===== config.mk =====
export PLATFORM = sky130hd
export DESIGN_NAME = rst_clk_seq
export DESIGN_NICKNAME = d
export VERILOG_FILES = /design/src/rtl/rst_clk_seq.sv
export SDC_FILE = /design/constraint.sdc
export NUM_CORES = 1
export LEC_CHECK = 0
export CAP_MARGIN = 0
export CELL_PAD_IN_SITES_DETAIL_PLACEMENT = 1
export CELL_PAD_IN_SITES_GLOBAL_PLACEMENT = 2
export CORE_MARGIN = 4
export CORE_UTILIZATION = 33
export DETAILED_ROUTE_END_ITERATION = 8
export PLACE_DENSITY_LB_ADDON = 0.1
export SYNTH_ARGS = -nofsm -noshare
export SYNTH_HDL_FRONTEND = slang
export SYNTH_SLANG_ARGS = --single-unit

===== constraint.sdc =====
create_clock -name clk_i -period 2.5 [get_ports clk_i]
set_clock_uncertainty 0.05 [all_clocks]
set_input_delay 0.5 -clock clk_i [delete_from_list [all_inputs] [get_ports clk_i]]
set_output_delay 0.5 -clock clk_i [all_outputs]
set_load 0.05 [all_outputs]

===== src/rtl/rst_clk_seq.sv =====
// Reset stretcher and sleep/clock-gate sequencer feeding RstSync (rstn_i, clk_en).
// Optional drain timeout is enabled by defining RST_CLK_SEQ_TIMEOUT_EN.
module rst_clk_seq #(
  parameter int unsigned RST_HOLD_CYCLES = 16,
  parameter int unsigned DRAIN_CYCLES    = 255,
  parameter int unsigned WAKE_CYCLES     = 4
) (
  input  logic       clk_i,
  input  logic       rstn_i,
  input  logic       sw_rst_req_i,
  input  logic       sleep_req_i,
  input  logic       idle_i,
  output logic       rstn_o,
  output logic       clk_en_o,
  output logic       sleep_ack_o,
  output logic       timeout_o,
  output logic [2:0] state_o
);

  localparam int unsigned MAX_RW  = (RST_HOLD_CYCLES > WAKE_CYCLES) ? RST_HOLD_CYCLES : WAKE_CYCLES;
  localparam int unsigned CNT_MAX = (MAX_RW > DRAIN_CYCLES) ? MAX_RW : DRAIN_CYCLES;
  localparam int unsigned CW      = $clog2(CNT_MAX + 1);

  localparam logic [CW-1:0] HOLD_LAST = CW'(RST_HOLD_CYCLES - 1);
  localparam logic [CW-1:0] WAKE_LAST = CW'(WAKE_CYCLES - 1);

  typedef enum logic [2:0] {
    S_RESET = 3'd0,
    S_RUN   = 3'd1,
    S_DRAIN = 3'd2,
    S_GATED = 3'd3,
    S_WAKE  = 3'd4
  } state_t;

  state_t        state_q, state_d;
  logic [CW-1:0] cnt_q;
  logic          restart;

`ifdef RST_CLK_SEQ_TIMEOUT_EN
  localparam logic [CW-1:0] DRAIN_LAST = CW'(DRAIN_CYCLES - 1);
  logic timeout_q;
  logic timeout_set;
`endif

  always_comb begin
    state_d = state_q;
`ifdef RST_CLK_SEQ_TIMEOUT_EN
    timeout_set = 1'b0;
`endif
    unique case (state_q)
      S_RESET: if (cnt_q == HOLD_LAST) state_d = S_RUN;
      S_RUN:   if (sleep_req_i) state_d = S_DRAIN;
      S_DRAIN: begin
        if (idle_i)            state_d = S_GATED;
        else if (!sleep_req_i) state_d = S_RUN;
`ifdef RST_CLK_SEQ_TIMEOUT_EN
        else if (cnt_q == DRAIN_LAST) begin
          state_d     = S_GATED;
          timeout_set = 1'b1;
        end
`endif
      end
      S_GATED: if (!sleep_req_i) state_d = S_WAKE;
      S_WAKE:  if (cnt_q == WAKE_LAST) state_d = S_RUN;
      default: state_d = S_RESET;
    endcase
    if (sw_rst_req_i) begin
      state_d = S_RESET;
`ifdef RST_CLK_SEQ_TIMEOUT_EN
      timeout_set = 1'b0;
`endif
    end
  end

  // A software reset while already in RESET must restart the hold count.
  assign restart = sw_rst_req_i || (state_d != state_q);

  always_ff @(posedge clk_i or negedge rstn_i) begin
    if (!rstn_i) begin
      state_q     <= S_RESET;
      cnt_q       <= '0;
      rstn_o      <= 1'b0;
      clk_en_o    <= 1'b1;
      sleep_ack_o <= 1'b0;
    end else begin
      state_q     <= state_d;
      cnt_q       <= restart ? '0 : ((cnt_q == '1) ? cnt_q : cnt_q + CW'(1));
      // Outputs decode the next state so they are flop outputs aligned with state_o.
      rstn_o      <= (state_d != S_RESET);
      clk_en_o    <= (state_d != S_GATED);
      sleep_ack_o <= (state_d == S_GATED) || (state_d == S_WAKE);
    end
  end

`ifdef RST_CLK_SEQ_TIMEOUT_EN
  always_ff @(posedge clk_i or negedge rstn_i) begin
    if (!rstn_i)           timeout_q <= 1'b0;
    else if (sw_rst_req_i) timeout_q <= 1'b0;
    else if (timeout_set)  timeout_q <= 1'b1;
  end
  assign timeout_o = timeout_q;
`else
  assign timeout_o = 1'b0;
`endif

  assign state_o = state_q;

endmodule

==> impl_results.md, run 1 <==
* Antenna viol nets, final at 0
* Final setup fails at 0
* Row count at 17
* Grt ovf at 0
* Via/cell ratio at 5.260
* Core footprint at 2297 um^2
* Max IR drop VDD at 275.3 uV
* Layout cells sized above 1 at 16.84%
* CTS Sinks at 14
* RSZ-0062 raised after global routing: false
* Top Ports at 12
* Synth cell types at 36
* Clock transition at path regs at 90 ps
* CP max stage cell: clkdlybuf4s50_1
* Register area share after synthesis at 42.84%
* Total GRT Usage at 11.95%
* Startpoint Class: flip-flop
* Reg2Reg Depth at 6
* Final cycle utilization of the critical path at 89.50%
* H-tree levels at 1
* TritonCTS clock tree: done
* Routed length per instance at 14.37 um
* Cts bufs inserted at 3
* DP Wirelength at 1282 um
* IO buf count at 10
* CP peak stage delay at 870 ps
* Final Hold Fails at 0
* Share of total power in combinational logic at 8.6%
* FILL cells at 260
* Root buf cell: clkbuf_4
* Top cell family by delay on the critical path: buffers and inverters
* Worst Tran Pin Value at 664.3 ps
* Vias in the first global route at 639
* RR Startpoint: cnt_q[0]
* Hold_buf cts at 0
* Sw Ratio at 23.56%
* Starting Density at 35.73%
* Switching power at 0.0001030 W
* EDFF count, synth at 0
* Vias at 647
* First-pass GRT wire length at 3084 um
* Layout area overhead at 19.51%
* HP Class: reg -> reg
* Initial DRC Count at 2
* Wirelength, routed at 1767 um
* Cell Area, Synth at 820.8 um^2
* Hold_sp: cnt_q[1]
* Worst Path Required at 1950 ps
* Primary FF master, synth: dfrtp_1
* Syn Area/Cell at 10.01 um^2
* Async S/R FF share, synth at 100.0%
* Post-CTS Setup Bufs at 0
* Sequential Area at 351.6 um^2
* Status: finished clean
* Synthesized instance count at 82
* RD Place Congestion at 0.6857
* Number of synthesis warnings at 0
* Die width at 57.87 um
* R2R Setup Slk at 330 ps
* Hold Crit Depth at 2
* CP Capture Type: output port
* WP buf/inv at 1
* Pwr dens at 445.8 nW/um^2
* Flop pwr share at 53.7%
* CP Class: reg -> out
* Finished Layout Cells at 123
* Mapped Nets at 88
* N_diodes at 0
* Final net count at 102
* Drt drc at 0
* First-pass DRT Iterations at 2
* # Max-Cap Violations at 0
* Synthesized flop and latch total at 14
* Leak at 0.4334 nW
* RR Endpoint: rstn_o
* Minimum clock period after layout at 2238 ps
* Die H at 57.87 um
* Slew HR at 55.57%
* Clock tree buffer depth at 2
* Worst-path cell chain: clkdlybuf4s50_1
* Worst setup path startpoint: state_o[0]
* Die area at 3349 um^2
* Clock Latency Late Sink at 280 ps
* Largest net degree at the start of global routing at 15
* Crit-path max FO at 8
* Post_cts resized at 0
* Critical path arrival at 1690 ps
* Initial antenna violation count at 0
* TNS Setup at 0 ps
* Max Slew Vio Count at 0
* Dpl cells at 119
* Clock network power share at 37.7%
* Int Pwr at 0.0003343 W
* Multi-input gate area at 439.2 um^2
* FMAX at 446.9 MHz
* Hold Crit Endpoint: cnt_q[1]
-- area by class of cell --
type	instances	share of cell area [%]
inverters	3	1.148
clock buffers	4	3.699
flip-flops and latches	14	35.84
repair buffers	11	10.97
well taps	28	3.571
multi-input cells	63	44.77
-- cells in the mapped netlist (all sizes together), types with 3 or more instances --
| library cell | instances | area [um^2] |
|---|---|---|
| inv | 3 | 11.26 |
| dfrtp | 13 | 325.3 |
| and3 | 5 | 32.53 |
| nand3 | 9 | 45.04 |
| nand2 | 3 | 11.26 |
| o21ai | 3 | 15.01 |
| nor2 | 13 | 48.80 |
| or3b | 3 | 31.28 |
-- routing by layer --
metal | up-vias | global-route usage [%] | share of wire [%]
li1 | 324 | - | -
met1 | 313 | 17.19 | 51
met2 | 8 | 17.42 | 44
met3 | 2 | 2.895 | 3.7
met4 | 0 | 3.974 | 1.0
met5 | - | 0 | 0
-- state kept, by name, summed over array words and instances, names as in the netlist --
| signal | count |
|---|---|
| cnt_q | 8 |
| clk_en_o | 1 |
| state_o | 3 |
| sleep_ack_o | 1 |
| rstn_o | 1 |
-- worst max path at each step --
stage	endpoint	slack, ps	depth (start not counted)
final	state_o[0]	260	1
after global routing	state_o[0]	200	1
after CTS	state_o[0]	240	1
after detailed placement	rstn_o	220	5
after global placement	cnt_q[6]	260	6
after floorplan	cnt_q[6]	310	6
-- cell families after synthesis --
kind of cell               Yosys count  synth area share [%]
adders and majority gates            1                 1.524
xor gates and xnor gates             2                 2.135
AOI/OAI and AO/OA                   15                 17.84
muxes                                2                 2.439
DFF                                 14                 42.84
and+or+nand+nor                     42                 29.12
other                                1                0.4569
buffers and inverters                5                 3.659
-- power by group through the flow --
stage | logic, W | registers (W) | clock network, W
6_report | 0.0000377 | 0.000235 | 0.000165
5_1_grt | 0.0000434 | 0.000236 | 0.000185
4_1_cts | 0.0000390 | 0.000235 | 0.000175
3_5_place_dp | 0.0000389 | 0.000239 | 0
3_3_place_gp | 0.0000379 | 0.000239 | 0
2_1_floorplan | 0.0000232 | 0.000238 | 0
-- placed cells by master, fill, tap and decap left out, types with 3 or more instances in the layout --
cell type	Yosys	final
and3_1	4	4
clkbuf_4	0	3
clkdlybuf4s50_1	0	10
dfrtp_1	13	13
inv_1	3	3
nand2_1	3	3
nand3_1	9	9
nor2_1	13	13
o21ai_0	3	3
-- metrics by stage --
step / utilization [%] / instance area (um^2) / total power (W) / setup slack (ps) / hold WS [ps]
2_1_floorplan: - / 820.8 / 0.0002613 / 306.2 / 154.4
3_3_place_gp: 41.12 / 944.7 / 0.0002769 / 256.7 / 483.4
3_5_place_dp: 41.12 / 944.7 / 0.0002780 / 221.1 / 496.1
4_1_cts: 42.70 / 980.9 / 0.0004491 / 244.4 / 518.9
5_1_grt: 42.70 / 980.9 / 0.0004636 / 197.9 / 584.0
6_report: 42.70 / 980.9 / 0.0004373 / 262.5 / 517.8
-- tightest hold or removal path, delay by kind of cell (launching register included) --
kind	cells	cell delay, ps
and+or+nand+nor	1	80
muxes	1	70
DFF	1	380
Power figures use the tool's default switching activity.
==> run 2, diff against run 1 <==
Settings changed: CAP_MARGIN 0 to not set.
Clock period 2.5 ns to 2.3 ns, I/O delays scaled along.
==> run 2 against run 1 <==
Total power up 9.0%. Global-route usage up 0.28 points. Critical path type unchanged. Worst setup slack worse by 64 ps. Utilization up 1.6 points.
==> impl_results.md, run 2 (synthesis results as in run 1) <==
* RR Startpoint: cnt_q[0] (unchanged)
* Crit-path max FO at 1 (was 8)
* WP buf/inv at 1 (unchanged)
* Pwr dens at 468.0 nW/um^2 (was 445.8 nW/um^2)
* Die area at 3349 um^2 (unchanged)
* Die width at 57.87 um (unchanged)
* RD Place Congestion at 0.7189 (was 0.6857)
* Final Hold Fails at 0 (unchanged)
* CTS Sinks at 14 (unchanged)
* Worst Path Required at 1790 ps (was 1950 ps)
* CP max stage cell: clkdlybuf4s50_1 (unchanged)
* Grt ovf at 0 (unchanged)
* TritonCTS clock tree: done (unchanged)
* Clock Latency Late Sink at 280 ps (about the same)
* CP Class: reg -> out (unchanged)
* IO buf count at 10 (unchanged)
* Minimum clock period after layout at 2102 ps
* Layout cells sized above 1 at 21.00% (was 16.84%)
* Post-CTS Setup Bufs at 0 (unchanged)
* HP Class: in -> async (was reg -> reg)
* Final cycle utilization of the critical path at 91.38%
* Max reg flops at 8 (unchanged)
* Commonest cells after routing, fill and taps aside: nor2_1 (13), dfrtp_1 (13), clkdlybuf4s50_1 (10), nand3_1 (9), buf_4 (6) (was nor2_1 (13), dfrtp_1 (13), clkdlybuf4s50_1 (10), nand3_1 (9), and3_1 (4))
* Dpl cells at 124 (was 119)
* DP Wirelength at 1417 um (was 1282 um)
* Status: finished clean (unchanged)
* Root buf cell: clkbuf_4 (unchanged)
* RSZ-0062 raised after global routing: false (unchanged)
* CP Capture Type: output port (unchanged)
* Antenna viol nets, final at 0 (unchanged)
* Drt drc at 0 (unchanged)
* Initial DRC Count at 22 (was 2)
* TNS Setup at 0 ps (unchanged)
* First-pass GRT wire length at 3180 um (was 3084 um)
* N_diodes at 0 (unchanged)
* Leak at 0.4586 nW (was 0.4334 nW)
* Worst Tran Pin Value at 616.6 ps (was 664.3 ps)
* First-pass DRT Iterations at 4 (was 2)
* Layout area overhead at 24.09% (was 19.51%)
* Max Slew Vio Count at 0 (unchanged)
* R2R Setup Slk at 240 ps (was 330 ps)
* Total GRT Usage at 12.23% (was 11.95%)
* Clock transition at path regs at 90 ps (about the same)
* Row count at 17 (unchanged)
* Top Ports at 12 (unchanged)
* Max IR drop VDD at 368.5 uV (was 275.3 uV)
* CP peak stage delay at 790 ps (was 870 ps)
* Final setup fails at 0 (unchanged)
* Cts bufs inserted at 3 (unchanged)
* Finished Layout Cells at 128 (was 123)
* Slew HR at 58.76% (was 55.57%)
* Hold_buf cts at 0 (unchanged)
* Vias at 678 (was 647)
* Routed length per instance at 14.03 um (was 14.37 um)
* Starting Density at 35.73% (unchanged)
* Post_cts resized at 0 (unchanged)
* Core footprint at 2297 um^2 (unchanged)
* Final net count at 107 (was 102)
* Worst setup path startpoint: clk_en_o (was state_o[0])
* H-tree levels at 1 (unchanged)
* Critical path arrival at 1590 ps (was 1690 ps)
* Vias in the first global route at 708 (was 639)
* # Max-Cap Violations at 0 (unchanged)
* Worst-path cell chain: clkdlybuf4s50_1 (unchanged)
* Largest net degree at the start of global routing at 15 (unchanged)
* Via/cell ratio at 5.297 (was 5.260)
* Initial antenna violation count at 0 (unchanged)
* Top cell family by delay on the critical path: buffers and inverters (unchanged)
* Die H at 57.87 um (unchanged)
* Most flops, register: cnt_q (unchanged)
* Wirelength, routed at 1796 um (was 1767 um)
* Startpoint Class: flip-flop (unchanged)
* Clock tree buffer depth at 2 (unchanged)
* FMAX at 475.8 MHz
[run 2: cell types whose count changed in the layout (fill, tap and decap cells not counted), sizes merged]
cell / change
buf: +5
[run 2: stage by stage]
step	setup WS [ps]	hold WS (ps)	power (W)	utilization, %	instance area (um^2)
2_1_floorplan	106.2	114.4	0.0002840	-	820.8
3_3_place_gp	177.0	478.2	0.0003029	42.76	982.2
3_5_place_dp	104.6	504.8	0.0003050	42.76	982.2
4_1_cts	177.4	524.5	0.0004824	44.34	1018
5_1_grt	80.83	554.3	0.0004976	44.34	1018
6_report	198.3	507.8	0.0004766	44.34	1018
[run 2: cell type report]
class / count / area [um^2]
inverters: 3 / 11.26
clock buffers: 4 / 36.28
multi-input cells: 63 / 439.2
flip-flops and latches: 14 / 351.6
repair buffers: 16 / 145.1
fillers: 268 / 1279
well taps: 28 / 35.03
[run 2: final timing paths]
kind / to / cells past startpoint
worst min register to register: cnt_q[1] / 2
worst max-delay path: clk_en_o / 1
min in group clk_i: cnt_q[1] / 2
max in group asynchronous: cnt_q[0] / 1
worst max register to register: cnt_q[2] / 6
worst min-delay path: sleep_ack_o / 1
[run 2: report_power, final]
part | total, W | switching (W) | internal [W]
clock network | 0.000178 | 0.0000817 | 0.0000963
logic | 0.0000435 | 0.0000247 | 0.0000188
registers | 0.000255 | 0.00000462 | 0.000250
total | 0.000477 | 0.000111 | 0.000366
[run 2: metal layers]
metal  track usage, %  part of all wire, %  up-vias
li1                 -                    -      336
met1            16.37                   48      330
met2            18.55                   46       10
met3            2.895                  4.5        2
met4            5.629                 0.78        0
met5                0                    0        -
==> run 3, diff against run 2 <==
Settings changed: CORE_UTILIZATION 33 to 35.
Clock period 2.3 ns to 2.55 ns, I/O delays scaled along.
==> run 3 against run 2 <==
Flip-flop and latch count is the same. Design area shrank 3.7%. Total power shrank 10%. Wire length grew 4.6%. Global-route usage grew 0.74 points. Non-clock buffer count shrank 5. Register-to-register slack gained 30 ps. Sequential share of layout area grew 1.3 points. Final cell count shrank 3.9%. Critical endpoint is now rstn_o.
==> impl_results.md, run 3 (synthesis results as in run 1) <==
* Status: finished clean (unchanged)
* Max reg flops at 8 (unchanged)
* Minimum clock period after layout at 2282 ps
* Row count at 17 (unchanged)
* Initial antenna violation count at 0 (unchanged)
* Via/cell ratio at 5.211 (was 5.297)
* Cts bufs inserted at 3 (unchanged)
* Worst Tran Pin Value at 631.0 ps (was 616.6 ps)
* Drt drc at 0 (unchanged)
* Final Hold Fails at 0 (unchanged)
* WP buf/inv at 0 (was 1)
* Layout area overhead at 19.51% (was 24.09%)
* Hold Crit Depth at 2
* RR Startpoint: cnt_q[0] (unchanged)
* Final core occ at 44.34% (about the same)
* Max IR drop VDD at 230.7 uV (was 368.5 uV)
* CP Class: reg -> reg (was reg -> out)
* CP peak stage delay at 440 ps (was 790 ps)
* Reg2Reg Depth at 6 (unchanged)
* Hold_sp: cnt_q[1]
* Die area at 3184 um^2 (was 3349 um^2)
* First-pass DRT Iterations at 3 (was 4)
* Pwr dens at 435.0 nW/um^2 (was 468.0 nW/um^2)
* Final setup fails at 0 (unchanged)
* H-tree levels at 1 (unchanged)
* FMAX at 438.2 MHz
* IO buf count at 10 (unchanged)
* Die width at 56.43 um (was 57.87 um)
* Most flops, register: cnt_q (unchanged)
* HP Class: reg -> reg (was in -> async)
* Top cell family by delay on the critical path: simple AND/OR/NAND/NOR gates (was buffers and inverters)
* N_diodes at 0 (unchanged)
* Grt ovf at 0 (unchanged)
* Hold Slack at 514.2 ps (was 507.8 ps)
* Layout cells sized above 1 at 16.84% (was 21.00%)
* R2R Setup Slk at 270 ps (was 240 ps)
* RR Endpoint: rstn_o (was cnt_q[2])
* Leak at 0.4334 nW (was 0.4586 nW)
* Root buf cell: clkbuf_4 (unchanged)
* CTS Sinks at 14 (unchanged)
* Clock transition at path regs at 80 ps (was 90 ps)
* TritonCTS clock tree: done (unchanged)
* Critical path arrival at 2380 ps (was 1590 ps)
* Worst-path cell chain: ha_1, or3b_4, nor3_2, nand2_1, a41oi_1, or3b_1 (was clkdlybuf4s50_1)
* Final cycle utilization of the critical path at 89.49%
* Commonest cells after routing, fill and taps aside: nor2_1 (13), dfrtp_1 (13), clkdlybuf4s50_1 (10), nand3_1 (9), and3_1 (4) (was nor2_1 (13), dfrtp_1 (13), clkdlybuf4s50_1 (10), nand3_1 (9), buf_4 (6))
* Post-place setup slack at 150.1 ps (was 104.6 ps)
* Worst setup path startpoint: cnt_q[0] (was clk_en_o)
* RD Place Congestion at 0.7297 (was 0.7189)
* Routed length per instance at 15.28 um (was 14.03 um)
* RSZ-0062 raised after global routing: false (unchanged)
* Wirelength, routed at 1879 um (was 1796 um)
* First-pass GRT wire length at 3229 um (was 3180 um)
* Total chip power at 0.0004267 W (was 0.0004766 W)
* CP max stage cell: or3b_4 (was clkdlybuf4s50_1)
* Post_cts resized at 0 (unchanged)
* Top Ports at 12 (unchanged)
* Worst Path Required at 2650 ps (was 1790 ps)
* Clock Latency Late Sink at 280 ps (about the same)
* Crit-path max FO at 6 (was 1)
* Hold_buf cts at 0 (unchanged)
* Largest net degree at the start of global routing at 15 (unchanged)
* Startpoint Class: flip-flop (unchanged)
* Hold Crit Endpoint: cnt_q[1]
* # Max-Cap Violations at 0 (unchanged)
* Total GRT Usage at 12.97% (was 12.23%)
* Core footprint at 2212 um^2 (was 2297 um^2)
* Vias in the first global route at 678 (was 708)
* TNS Setup at 0 ps (unchanged)
* Die H at 56.43 um (was 57.87 um)
* Worst setup margin at 268.1 ps (was 198.3 ps)
* DP Wirelength at 1428 um (was 1417 um)
* CP Capture Type: flip-flop (was output port)
* Final net count at 102 (was 107)
* Post-CTS Setup Bufs at 0 (unchanged)
* Starting Density at 37.10% (was 35.73%)
* Clock tree buffer depth at 2 (unchanged)
* Initial DRC Count at 10 (was 22)
* Vias at 641 (was 678)
* Antenna viol nets, final at 0 (unchanged)
* Slew HR at 57.80% (was 58.76%)
* Max Slew Vio Count at 0 (unchanged)
==> run 3: final cells by class <==
type / count / area [um^2]
inverter: 3 / 11.26
fill: 264 / 1231
timing repair buffer: 11 / 107.6
clock buffer: 4 / 36.28
tap: 28 / 35.03
multi-input combinational: 63 / 439.2
sequential: 14 / 351.6
==> run 3: worst max-delay path by stage <==
stage,end,slack (ps),depth (start not counted)
after floorplan,cnt_q[6],360,6
after global placement,rstn_o,200,5
after detailed placement,rstn_o,150,5
after CTS,rstn_o,280,6
after global routing,rstn_o,140,6
final,rstn_o,270,6
==> run 3: worst register-to-register path: stages (launching register included) <==
cell and delay, ps:
dfrtp_1 380, ha_1 280, or3b_4 440, nor3_2 140, nand2_1 90, a41oi_1 380
or3b_1 400
==> run 3: layer usage <==
metal,track usage (%),vias to the layer above,share of wire [%]
met5,0,-,0
met3,2.759,4,1.6
met2,20.96,4,49
met4,5.085,0,1.8
met1,16.74,312,47
li1,-,321,-
==> run 3: report_power, final <==
| group | internal, W | leakage (nW) | switching, W | total (W) |
|---|---|---|---|---|
| registers | 0.000226 | 0.190 | 0.00000441 | 0.000230 |
| clock network | 0.0000868 | 0.0210 | 0.0000731 | 0.000160 |
| logic | 0.0000150 | 0.223 | 0.0000216 | 0.0000365 |
==> run 3: through the flow <==
step / area, um^2 / std cells
2_1_floorplan: 820.8 / 82
3_3_place_gp: 944.7 / 119
3_5_place_dp: 944.7 / 119
4_1_cts: 980.9 / 123
5_1_grt: 980.9 / 123
6_report: 980.9 / 123
